--- config.mk ---
export PLATFORM = sky130hd
export DESIGN_NAME = cache_op_controller
export DESIGN_NICKNAME = d
export VERILOG_FILES = /design/src/rtl/cache_pkg.sv /design/src/rtl/cache_key_matcher.sv /design/src/rtl/cache_op_controller.sv
export SDC_FILE = /design/constraint.sdc
export NUM_CORES = 1
export LEC_CHECK = 0
export CELL_PAD_IN_SITES_DETAIL_PLACEMENT = 1
export CELL_PAD_IN_SITES_GLOBAL_PLACEMENT = 1
export CORE_AREA = 2 2 319 321
export DETAILED_ROUTE_END_ITERATION = 10
export DIE_AREA = 0 0 321 323
export PLACE_DENSITY_LB_ADDON = 0.1
export SLEW_MARGIN = 40
export SYNTH_ARGS = -nofsm -noshare
export SYNTH_HDL_FRONTEND = slang
export SYNTH_SLANG_ARGS = --single-unit
--- constraint.sdc ---
create_clock -name clk -period 10.15 [get_ports clk]
set_input_delay 2.03 -clock clk [delete_from_list [all_inputs] [get_ports clk]]
set_output_delay 2.03 -clock clk [all_outputs]
set_load 0.01 [all_outputs]
--- src/rtl/cache_pkg.sv ---
// Shared types and helpers for the key/value cell-array controller.
package cache_pkg;

    typedef enum logic [1:0] {
        OP_GET = 2'd0,
        OP_PUT = 2'd1,
        OP_DEL = 2'd2,
        OP_ILL = 2'd3
    } op_e;

    typedef enum logic [1:0] {
        ST_OK   = 2'd0,
        ST_MISS = 2'd1,
        ST_FULL = 2'd2,
        ST_ERR  = 2'd3
    } status_e;

    typedef enum logic [1:0] {
        S_IDLE,
        S_LOOKUP,
        S_EXEC,
        S_RESP
    } state_e;

    localparam int NUM_CELLS_DEF = 8;
    localparam int CNT_W         = $clog2(NUM_CELLS_DEF + 1);
    // Widest cell vector first_set() accepts; narrower vectors are zero-extended.
    localparam int MAX_CELLS     = 32;

    // Index of the lowest set bit; 0 when no bit is set.
    function automatic int first_set(input logic [MAX_CELLS-1:0] vec);
        first_set = 0;
        for (int i = MAX_CELLS - 1; i >= 0; i--) begin
            if (vec[i]) first_set = i;
        end
    endfunction

endpackage

--- src/rtl/cache_key_matcher.sv ---
// Fully-associative key compare across all cells plus lowest-free-cell search.
module cache_key_matcher
    import cache_pkg::*;
#(
    parameter int NUM_CELLS = 8,
    parameter int KEY_WIDTH = 8,
    parameter int IDX_W     = $clog2(NUM_CELLS)
) (
    input  logic [KEY_WIDTH-1:0]           key_i,
    input  logic [NUM_CELLS*KEY_WIDTH-1:0] cell_key_i,
    input  logic [NUM_CELLS-1:0]           cell_used_i,
    output logic                           hit_o,
    output logic [IDX_W-1:0]               hit_idx_o,
    output logic                           free_o,
    output logic [IDX_W-1:0]               free_idx_o
);

    logic [NUM_CELLS-1:0] hit_vec;
    logic [NUM_CELLS-1:0] free_vec;

    always_comb begin
        hit_vec = '0;
        for (int i = 0; i < NUM_CELLS; i++) begin
            hit_vec[i] = cell_used_i[i] && (cell_key_i[i*KEY_WIDTH +: KEY_WIDTH] == key_i);
        end
        free_vec = ~cell_used_i;
    end

    // Lowest index wins, so pre-existing duplicate keys resolve deterministically.
    assign hit_o      = |hit_vec;
    assign hit_idx_o  = IDX_W'(first_set(MAX_CELLS'(hit_vec)));
    assign free_o     = |free_vec;
    assign free_idx_o = IDX_W'(first_set(MAX_CELLS'(free_vec)));

endmodule

--- src/rtl/cache_op_controller.sv ---
// GET/PUT/DEL sequencer for a flat key/value cell array: IDLE -> LOOKUP -> EXEC -> RESP.
module cache_op_controller
    import cache_pkg::*;
#(
    parameter int NUM_CELLS   = 8,
    parameter int KEY_WIDTH   = 8,
    parameter int VALUE_WIDTH = 64
) (
    input  logic                             clk,
    input  logic                             rst,
    input  logic                             req_valid,
    output logic                             req_ready,
    input  logic [1:0]                       req_op,
    input  logic [KEY_WIDTH-1:0]             req_key,
    input  logic [VALUE_WIDTH-1:0]           req_value,
    output logic                             resp_valid,
    input  logic                             resp_ready,
    output logic [1:0]                       resp_status,
    output logic [VALUE_WIDTH-1:0]           resp_value,
    output logic [NUM_CELLS-1:0]             cell_write_op,
    output logic [KEY_WIDTH-1:0]             cell_key_in,
    output logic [VALUE_WIDTH-1:0]           cell_value_in,
    input  logic [NUM_CELLS*KEY_WIDTH-1:0]   cell_key_out,
    input  logic [NUM_CELLS*VALUE_WIDTH-1:0] cell_value_out,
    input  logic [NUM_CELLS-1:0]             cell_used,
    output logic [$clog2(NUM_CELLS+1)-1:0]   used_count
);

    localparam int IDX_W = $clog2(NUM_CELLS);
    localparam int CW    = $clog2(NUM_CELLS + 1);

    state_e                 state_q, state_d;
    op_e                    op_q, op_d;
    logic [KEY_WIDTH-1:0]   key_q, key_d;
    logic [VALUE_WIDTH-1:0] value_q, value_d;
    logic                   hit_q, hit_d, free_q, free_d;
    logic [IDX_W-1:0]       hit_idx_q, hit_idx_d, free_idx_q, free_idx_d;
    status_e                status_q, status_d;
    logic [VALUE_WIDTH-1:0] rvalue_q, rvalue_d;
    logic [NUM_CELLS-1:0]   wop_q, wop_d;
    logic [KEY_WIDTH-1:0]   wkey_q, wkey_d;
    logic [VALUE_WIDTH-1:0] wval_q, wval_d;
    logic [CW-1:0]          count_q, count_d;

    logic                   m_hit, m_free;
    logic [IDX_W-1:0]       m_hit_idx, m_free_idx;

    cache_key_matcher #(
        .NUM_CELLS (NUM_CELLS),
        .KEY_WIDTH (KEY_WIDTH),
        .IDX_W     (IDX_W)
    ) u_matcher (
        .key_i       (key_q),
        .cell_key_i  (cell_key_out),
        .cell_used_i (cell_used),
        .hit_o       (m_hit),
        .hit_idx_o   (m_hit_idx),
        .free_o      (m_free),
        .free_idx_o  (m_free_idx)
    );

    assign req_ready     = (state_q == S_IDLE) && !rst;
    assign resp_valid    = (state_q == S_RESP);
    assign resp_status   = status_q;
    assign resp_value    = rvalue_q;
    assign cell_write_op = wop_q;
    assign cell_key_in   = wkey_q;
    assign cell_value_in = wval_q;
    assign used_count    = count_q;

    always_comb begin
        // NOTE: every _d gets a default before the case so no path can infer a latch.
        state_d    = state_q;
        op_d       = op_q;
        key_d      = key_q;
        value_d    = value_q;
        hit_d      = hit_q;
        hit_idx_d  = hit_idx_q;
        free_d     = free_q;
        free_idx_d = free_idx_q;
        status_d   = status_q;
        rvalue_d   = rvalue_q;
        wop_d      = '0;
        wkey_d     = wkey_q;
        wval_d     = wval_q;
        count_d    = count_q;

        unique case (state_q)
            S_IDLE: begin
                if (req_valid && req_ready) begin
                    op_d    = op_e'(req_op);
                    key_d   = req_key;
                    value_d = req_value;
                    state_d = S_LOOKUP;
                end
            end
            S_LOOKUP: begin
                hit_d      = m_hit;
                hit_idx_d  = m_hit_idx;
                free_d     = m_free;
                free_idx_d = m_free_idx;
                state_d    = S_EXEC;
            end
            S_EXEC: begin
                status_d = ST_OK;
                rvalue_d = '0;
                if (key_q == '0 || op_q == OP_ILL) begin
                    status_d = ST_ERR;
                end else begin
                    unique case (op_q)
                        OP_GET: begin
                            if (hit_q) rvalue_d = cell_value_out[hit_idx_q*VALUE_WIDTH +: VALUE_WIDTH];
                            else       status_d = ST_MISS;
                        end
                        OP_PUT: begin
                            // A hit always overwrites in place, which keeps keys unique.
                            if (hit_q) begin
                                wop_d[hit_idx_q] = 1'b1;
                                wkey_d           = key_q;
                                wval_d           = value_q;
                            end else if (free_q) begin
                                wop_d[free_idx_q] = 1'b1;
                                wkey_d            = key_q;
                                wval_d            = value_q;
                                if (count_q != CW'(NUM_CELLS)) count_d = count_q + CW'(1);
                            end else begin
                                status_d = ST_FULL;
                            end
                        end
                        OP_DEL: begin
                            if (hit_q) begin
                                wop_d[hit_idx_q] = 1'b1;
                                wkey_d           = '0;
                                wval_d           = '0;
                                if (count_q != '0) count_d = count_q - CW'(1);
                            end else begin
                                status_d = ST_MISS;
                            end
                        end
                        default: status_d = ST_ERR;
                    endcase
                end
                state_d = S_RESP;
            end
            S_RESP: begin
                if (resp_ready) state_d = S_IDLE;
            end
            default: state_d = S_IDLE;
        endcase
    end

    // NOTE: state registers use non-blocking assignments so all flops update from pre-edge values.
    always_ff @(posedge clk or posedge rst) begin
        if (rst) begin
            state_q    <= S_IDLE;
            op_q       <= OP_GET;
            key_q      <= '0;
            value_q    <= '0;
            hit_q      <= 1'b0;
            hit_idx_q  <= '0;
            free_q     <= 1'b0;
            free_idx_q <= '0;
            status_q   <= ST_OK;
            rvalue_q   <= '0;
            wop_q      <= '0;
            wkey_q     <= '0;
            wval_q     <= '0;
            count_q    <= '0;
        end else begin
            state_q    <= state_d;
            op_q       <= op_d;
            key_q      <= key_d;
            value_q    <= value_d;
            hit_q      <= hit_d;
            hit_idx_q  <= hit_idx_d;
            free_q     <= free_d;
            free_idx_q <= free_idx_d;
            status_q   <= status_d;
            rvalue_q   <= rvalue_d;
            wop_q      <= wop_d;
            wkey_q     <= wkey_d;
            wval_q     <= wval_d;
            count_q    <= count_d;
        end
    end

endmodule

-- Yosys cells after proc, flatten, opt, wreduce, memory -nomap -nowiden
Index checks and enable logic that the tools add are counted.
- bits in registers: 234
- input bits: 662
- word-level logic and storage cells: 123
- add/sub/neg operators: 2
- magnitude comparators: 4
- equal/unequal tests: 23
- shifts and indexed selects: 1
- multiplexer cells: 51
- bitwise gates (word level): 2
- reduce and logical (&&, ||, !) cells: 26
- operators by type and width (operator ; count):
    $shiftx A512 B10 Y64 ; 1
    $mux W64 ; 6
    $pmux W64 S2 ; 1
    $eq A8 B8 Y1 ; 8
    $mux W8 ; 8
    $mux W3 ; 16
    $pmux W8 S2 ; 2
    $mux W4 ; 5
    $reduce_or A8 Y1 ; 2
    $logic_and A1 B1 Y1 ; 12
    $mux W2 ; 5
    $ne A2 B2 Y1 const B ; 5
    $eq A2 B2 Y1 const B ; 4
    $logic_not A8 Y1 ; 1
    $lt A3 B4 Y1 const B ; 2
    $not A8 Y8 ; 1
    $pmux W2 S4 ; 1
    $pmux W4 S2 ; 1
    $reduce_and A8 Y1 ; 1
    $demux W1 S3 ; 2
    $ge A3 B1 Y1 const B ; 2
    $reduce_and A5 Y1 ; 1
    $add A4 B1 Y4 const B ; 1
    $eq A2 B1 Y1 const B ; 2
    14 further kinds ; 19

-- Longest topological paths before layout
Gate-level depths: netlist of run 1.
- depth in word-level cells: 10
- mapped depth: 10
- depth with buffers taken out: 8

-- Modules after synthesis
A second synthesis of run 1 with hierarchy kept.
- cells, all modules: 1179
- area total of the unflattened synthesis: 13930.9 um^2
- by module, submodules not included (module ; times used ; cells each ; area each (um^2) ; seq. area each (um^2)):
    cache_op_controller ; 1 ; 1033 ; 12891.1 ; 5855.6
    cache_key_matcher ; 1 ; 146 ; 1039.7 ; 0.0

-- Worst setup path after synthesis of run 1
OpenSTA, ideal clock, no wires.
- path type: input to output
- start: input port rst
- end: output port req_ready
- arrival: 2238 ps
- required time: 8120 ps
- setup slack: 5882 ps
- stages on the path: 1
- path through: nor2b_1
- cells in the longest elaborated chain, start to end: 2
- ends and longest elaborated chain (what ; RTL line ; source):
    start, declared ; cache_op_controller.sv:10 ; input logic rst,
    $logic_not A1 Y1 (no source line) ; - ;
    $logic_and A1 B1 Y1 ; cache_op_controller.sv:62 ; assign req_ready = (state_q == S_IDLE) && !rst;
    end, declared ; cache_op_controller.sv:12 ; output logic req_ready,
Every way passes these cells.

-- Final worst setup path of run 1
Same ends and word-level chain as after synthesis.

==> results of run 1 <==
==> per-layer routing <==
layer	share of wire [%]	track usage, %
met3	8.7	6.317
met1	37	17.09
met5	0.22	0
met4	3.5	6.210
met2	50	27.66
==> power breakdown <==
group	internal, mW	switching, mW
Combinational	1.49	1.42
Sequential	1.35	0.352
Clock	0.767	0.493
Total	3.60	2.26
==> how the worst max path moves through the flow <==
| stage | cells past startpoint | end |
|---|---|---|
| 5_1_grt | 3 | req_ready |
| 6_report | 3 | req_ready |
| 4_1_cts | 3 | req_ready |
| 3_3_place_gp | 3 | req_ready |
| 2_1_floorplan | 1 | cell_key_in[0] |
| 3_5_place_dp | 3 | req_ready |
==> cell usage after synthesis, types with 4 or more instances <==
master | number | share of area [%]
a21oi_1 | 9 | 0.33
nand4_1 | 8 | 0.36
nor3_1 | 12 | 0.44
inv_1 | 78 | 2.1
nor2b_1 | 5 | 0.23
buf_4 | 6 | 0.33
dfrtp_1 | 234 | 43
nand2_1 | 162 | 4.4
nand3_1 | 84 | 3.1
o22ai_1 | 67 | 3.0
o32a_1 | 4 | 0.29
clkbuf_1 | 46 | 1.3
mux2i_1 | 67 | 4.9
nor2_1 | 19 | 0.52
mux2_2 | 75 | 6.1
buf_1 | 6 | 0.16
nor4_1 | 7 | 0.32
xor2_1 | 29 | 1.8
mux4_2 | 128 | 21
buf_2 | 34 | 1.2
o21ai_0 | 4 | 0.15
ha_1 | 10 | 0.91
xnor2_1 | 38 | 2.4
==> worst max-delay path: stages <==
cell and delay, ps:
clkdlybuf4s50_1 550, nor2b_1 330, clkdlybuf4s50_1 600
==> final cells by class <==
| cell class | count | area share [%] |
|---|---|---|
| clock buffer | 56 | 4.459 |
| timing repair buffer | 828 | 33.91 |
| antenna | 24 | 0.2443 |
| multi-input combinational | 753 | 29.25 |
| tap | 1309 | 6.664 |
| inverter | 80 | 1.283 |
| clock inverter | 8 | 0.3411 |
| sequential | 234 | 23.85 |
==> state kept, by name, indices dropped and copies added (netlist names) <==
signal and flops:
hit_idx_q 3, key_q 8, op_q 2, resp_value 64, hit_q 1, used_count 4
free_q 1, state_q 2, resp_status 2, cell_write_op 8, cell_key_in 8, free_idx_q 3
cell_value_in 64, value_q 64
==> kinds of logic (layout without fill, tap and decap cells) <==
| group | Yosys count | count (layout) | synth area share [%] |
|---|---|---|---|
| mux | 270 | 270 | 32.00 |
| other cells | 0 | 24 | 0 |
| fa+ha+maj | 11 | 11 | 1.056 |
| xor+xnor | 67 | 67 | 4.269 |
| flops | 234 | 234 | 42.60 |
| compound gates | 99 | 99 | 4.925 |
| buf+inv | 174 | 972 | 5.334 |
| simple gates | 306 | 306 | 9.813 |
==> impl_summary.txt, run 1 <==
----------------------------------------------------
[Drt]
  Via count of the routed design ... 12940
  Vias per cell ... 3.932
  Number of nets with antenna violations after routing ... 0
  Post-detailed-route DRC marker count ... 0
  Total wire length ... 84.93 mm
  Routed wirelength normalized by instance count ... 25.80 um
  Starting DRC count in detailed routing ... 435
  Length of the first detailed-routing pass in iterations ... 4

[Outcome]
  Status ... complete, no violations

[Timing]
  Fmax ... 180.4 MHz
  Endpoints failing hold ... 0
  Final Setup Violations ... 0
  Final hold slack ... 460.9 ps
  Transition at the pin with the smallest max-transition slack ... 845.2 ps
  Crit path time final ... 5544 ps
  RSZ-0062 raised after global routing ... no
  Minimum setup slack in the final design ... 4606 ps
  Final-layout setup total negative slack ... 0 ps
  Post-route clock period utilization ... 54.62%
  Clock Skew ... 34.16 ps
  Max-slew headroom at the worst pin ... 43.65%
  Final Max Slew Viols ... 0

[GRT]
  Largest net degree at the start of global routing ... 125
  Antenna violations before repair ... 50
  Vias in the first global route ... 14340
  Global-route wire length before repair ... 116.3 mm
  Global-route usage over all layers ... 15.83%
  GRT overflow ... 0

[Logic synthesis]
  Net count of the mapped netlist ... 1834
  Syn_area_per_cell ... 11.84 sq um
  Synthesized cell area ... 0.01374 sq mm
  Number of enable flip-flop cells after synthesis ... 0
  Flop and latch count out of synthesis ... 234
  Number of library cell types mapped by synthesis ... 46
  Warnings, synthesis ... 0
  Prevailing post-synth register cell ... dfrtp_1
  Async S/R FF share, synth ... 100.0%
  Sequential share of the synthesized area ... 42.60%
  Post-Synthesis Cells ... 1161

[Cells and area]
  Share of cells above drive strength 1 ... 14.75%
  Fillers ... 11220
  Sequential cell area ... 0.005863 sq mm
  Commonest non-fill, non-tap cell in the layout ... clkdlybuf4s50_1
  Post-layout nets ... 2606
  Final non-filler cell total ... 3292
  Area of all placed cells without fillers ... 0.02458 sq mm
  Layout overhead on the synthesized area ... 78.83%
  Multi-input gate area ... 0.007188 sq mm
  Most used cells in the layout excluding fill and tap cells ... 813 x clkdlybuf4s50_1, 232 x dfrtp_1, 161 x nand2_1, 128 x mux4_2, 83 x nand3_1
  End-of-flow core utilization ... 24.40%

[Floorplanning]
  DIE HEIGHT ... 323 um
  Die span in x ... 321 um
  Count of boundary I/O pins ... 814
  Initial cell density of the core ... 13.65%
  Core Box Area ... 0.1007 sq mm
  Number of rows in the core area ... 117
  Die ar. ... 0.1037 sq mm

[Clocking]
  Resized cells post-CTS ... 0
  Quantity of hold-fixing buffers added after cts ... 0
  H-tree lvl count ... 2
  Setup bufs post-CTS ... 0
  Worst skew pair latency ... 550 ps
  Number of clock sinks ... 234
  CTS tree ... built
  Clk root buf ... clkbuf_16
  Number of buffers on the longest clock path ... 3
  Cts bufs inserted ... 36
  Worst-path clk slew ... 60 ps

[Placed design]
  Minimum setup slack after placement ... 4620 ps
  Instance area after placement ... 0.02330 sq mm
  Dpl cells ... 3203
  Weighted congestion reported at the end of routability-driven placement ... 0.8221
  Port bufs ... 813
  Final HPWL DP ... 67.33 mm

[Flow run]
  Number of max-cap violations ... 0

[Hold path]
  Hold path endpoint ... cell_value_in[55]
  Number of stages on the worst hold path ... 2
  Origin of the worst min-delay path ... cell_value_in[55]
  Class of the worst hold path ... reg2reg

[Worst setup path]
  CP Max Fanout ... 2
  Cell count of the worst reg-to-reg path ... 7
  Startpoint-to-endpoint class of the critical path ... in2out
  Critical path data arrival time ... 3510 ps
  Setup crit start ... rst
  Endpoint of the worst-slack reg-to-reg timing path ... cell_value_in[50]
  Launch instance of the worst register-to-register path ... key_q[1]
  Slack of the worst reg-to-reg path ... 6550 ps
  CP required ... 8120 ps
  Category of the worst setup path capture point ... primary output
  Sort of element at the start of the critical path ... primary input

[Power]
  Leakage Power ... 9.848 nW
  Pwr/cell area ... 238.8 mW/mm^2
  Maximum vdd ir drop ... 114.2 uV
  Tot Pwr ... 5.869 mW

----------------------------------------------------
Power figures use the tool's default switching activity.
==> run 2: changes to the inputs <==
Clock period 10.15 ns to 5.47 ns, I/O delays scaled along.
==> impl_summary.txt, run 2 (synthesized netlist as in run 1, its figures left out) <==
----------------------------------------------------
[Outcome]
  Status ... complete, no violations (unchanged)

[Floorplanning]
  Count of boundary I/O pins ... 814 (unchanged)
  Die span in x ... 321 um (unchanged)
  Number of rows in the core area ... 117 (unchanged)
  Initial cell density of the core ... 13.65% (unchanged)
  Core Box Area ... 0.1007 sq mm (unchanged)
  DIE HEIGHT ... 323 um (unchanged)
  Die ar. ... 0.1037 sq mm (unchanged)

[GRT]
  Global-route wire length before repair ... 118.0 mm (was 116.3 mm)
  Vias in the first global route ... 14410 (was 14340)
  Largest net degree at the start of global routing ... 77 (was 125)
  Global-route usage over all layers ... 16.00% (was 15.83%)
  Antenna violations before repair ... 39 (was 50)
  GRT overflow ... 0 (unchanged)

[Clocking]
  H-tree lvl count ... 2 (unchanged)
  Cts bufs inserted ... 35 (was 36)
  Worst-path clk slew ... 60 ps (about the same)
  Clk root buf ... clkbuf_16 (unchanged)
  Setup bufs post-CTS ... 0 (unchanged)
  Quantity of hold-fixing buffers added after cts ... 0 (unchanged)
  Worst skew pair latency ... 560 ps (was 550 ps)
  CTS tree ... built (unchanged)
  Resized cells post-CTS ... 0 (unchanged)
  Number of buffers on the longest clock path ... 3 (unchanged)
  Number of clock sinks ... 234 (unchanged)

[Timing]
  Transition at the pin with the smallest max-transition slack ... 782.7 ps (was 845.2 ps)
  Post-route clock period utilization ... 64.49%
  Fmax ... 283.5 MHz
  Clock Skew ... 34.63 ps (was 34.16 ps)
  Final-layout setup total negative slack ... 0 ps (unchanged)
  Max-slew headroom at the worst pin ... 47.82% (was 43.65%)
  Final Max Slew Viols ... 0 (unchanged)
  RSZ-0062 raised after global routing ... no (unchanged)
  Endpoints failing hold ... 0 (unchanged)
  Crit path time final ... 3528 ps
  Final Setup Violations ... 0 (unchanged)
  Final hold slack ... 465.7 ps (was 460.9 ps)

[Cells and area]
  End-of-flow core utilization ... 24.49% (was 24.40%)
  Post-layout nets ... 2613 (was 2606)
  Most used cells in the layout excluding fill and tap cells ... 813 x clkdlybuf4s50_1, 232 x dfrtp_1, 161 x nand2_1, 128 x mux4_2, 83 x nand3_1 (unchanged)
  Commonest non-fill, non-tap cell in the layout ... clkdlybuf4s50_1 (unchanged)
  Final non-filler cell total ... 3286 (was 3292)
  Layout overhead on the synthesized area ... 79.43% (was 78.83%)
  Fillers ... 11290 (was 11220)
  Share of cells above drive strength 1 ... 15.08% (was 14.75%)

[Placed design]
  Dpl cells ... 3212 (was 3203)
  Final HPWL DP ... 68.68 mm (was 67.33 mm)
  Weighted congestion reported at the end of routability-driven placement ... 0.8180 (was 0.8221)
  Port bufs ... 813 (unchanged)

[Power]
  Net switching fraction of the power ... 38.59% (was 38.57%)
  Leakage Power ... 9.899 nW (was 9.848 nW)
  Power share of the combinational group ... 49.7% (was 49.5%)
  Clock network fraction of design power ... 21.5% (about the same)
  Pwr/cell area ... 445.4 mW/mm^2 (was 238.8 mW/mm^2)
  Seq pwr share ... 28.8% (was 29.0%)
  Sw Pwr ... 4.239 mW (was 2.264 mW)
  Maximum vdd ir drop ... 223.3 uV (was 114.2 uV)
  Internal portion of total power ... 6.745 mW (was 3.605 mW)
  Tot Pwr ... 10.98 mW (was 5.869 mW)

[Drt]
  Vias per cell ... 3.939 (was 3.932)
  Number of nets with antenna violations after routing ... 0 (unchanged)
  Routed wirelength normalized by instance count ... 26.14 um (was 25.80 um)
  Starting DRC count in detailed routing ... 452 (was 435)
  Post-detailed-route DRC marker count ... 0 (unchanged)
  Total wire length ... 85.88 mm (was 84.93 mm)
  Via count of the routed design ... 12950 (was 12940)
  Length of the first detailed-routing pass in iterations ... 4 (unchanged)

[Worst setup path]
  Startpoint-to-endpoint class of the critical path ... in2out (unchanged)
  Sort of element at the start of the critical path ... primary input (unchanged)
  CP required ... 4380 ps (was 8120 ps)
  Category of the worst setup path capture point ... primary output (unchanged)
  CP Max Fanout ... 2 (unchanged)
  Critical path data arrival time ... 2430 ps (was 3510 ps)

[Hold path]
  Class of the worst hold path ... reg2reg (unchanged)

[Flow run]
  Number of max-cap violations ... 0 (unchanged)

----------------------------------------------------
-- run 2: final timing paths --
check                                 startpoint                end  slack [ps]  cells after the start
worst max register to register          key_q[3]   cell_value_in[0]        2520                      7
worst min-delay path            cell_value_in[5]   cell_value_in[5]         470                      2
worst min register to register  cell_value_in[5]   cell_value_in[5]         470                      2
worst max-delay path                         rst          req_ready        1940                      3
min in group asynchronous                    rst  cell_value_in[49]         900                      2
max in group asynchronous                    rst     resp_value[34]        3600                      4
-- run 2: worst max-delay path: stages --
cell             delay (ps)
clkdlybuf4s50_1         460
nor2b_1                 280
clkdlybuf4s50_1         600
-- run 2: metal layers --
metal | global-route usage, % | part of all wire [%]
met3 | 6.261 | 8.8
met4 | 3.396 | 1.8
met5 | 0 | 0.23
met2 | 28.55 | 51
met1 | 17.93 | 38
-- run 2: stage by stage --
stage	setup slack, ps	instance area [sq um]
6_report	1943	24660
5_1_grt	1886	24640
4_1_cts	1920	24630
3_5_place_dp	1933	23440
3_3_place_gp	1974	23310
2_1_floorplan	1312	13750
-- run 2: final cells by class --
cell class / instances / area [sq um] / share of cell area [%]
multi-input cells: 753 / 7191 / 29.16
repair buffers: 836 / 8437 / 34.21
clock buffers: 49 / 1018 / 4.130
well taps: 1309 / 1638 / 6.641
clock inverters: 11 / 170.2 / 0.6900
diodes: 14 / 35.03 / 0.1421
flip-flops and latches: 234 / 5863 / 23.77
inverters: 80 / 309.0 / 1.253
-- run 2: power by group through the flow --
stage | combinational, mW | clock (mW) | sequential (mW)
3_5_place_dp | 5.62 | 0 | 3.21
2_1_floorplan | 2.85 | 0 | 3.11
4_1_cts | 5.65 | 2.49 | 3.19
6_report | 5.46 | 2.36 | 3.16
3_3_place_gp | 5.48 | 0 | 3.24
5_1_grt | 5.95 | 2.55 | 3.30
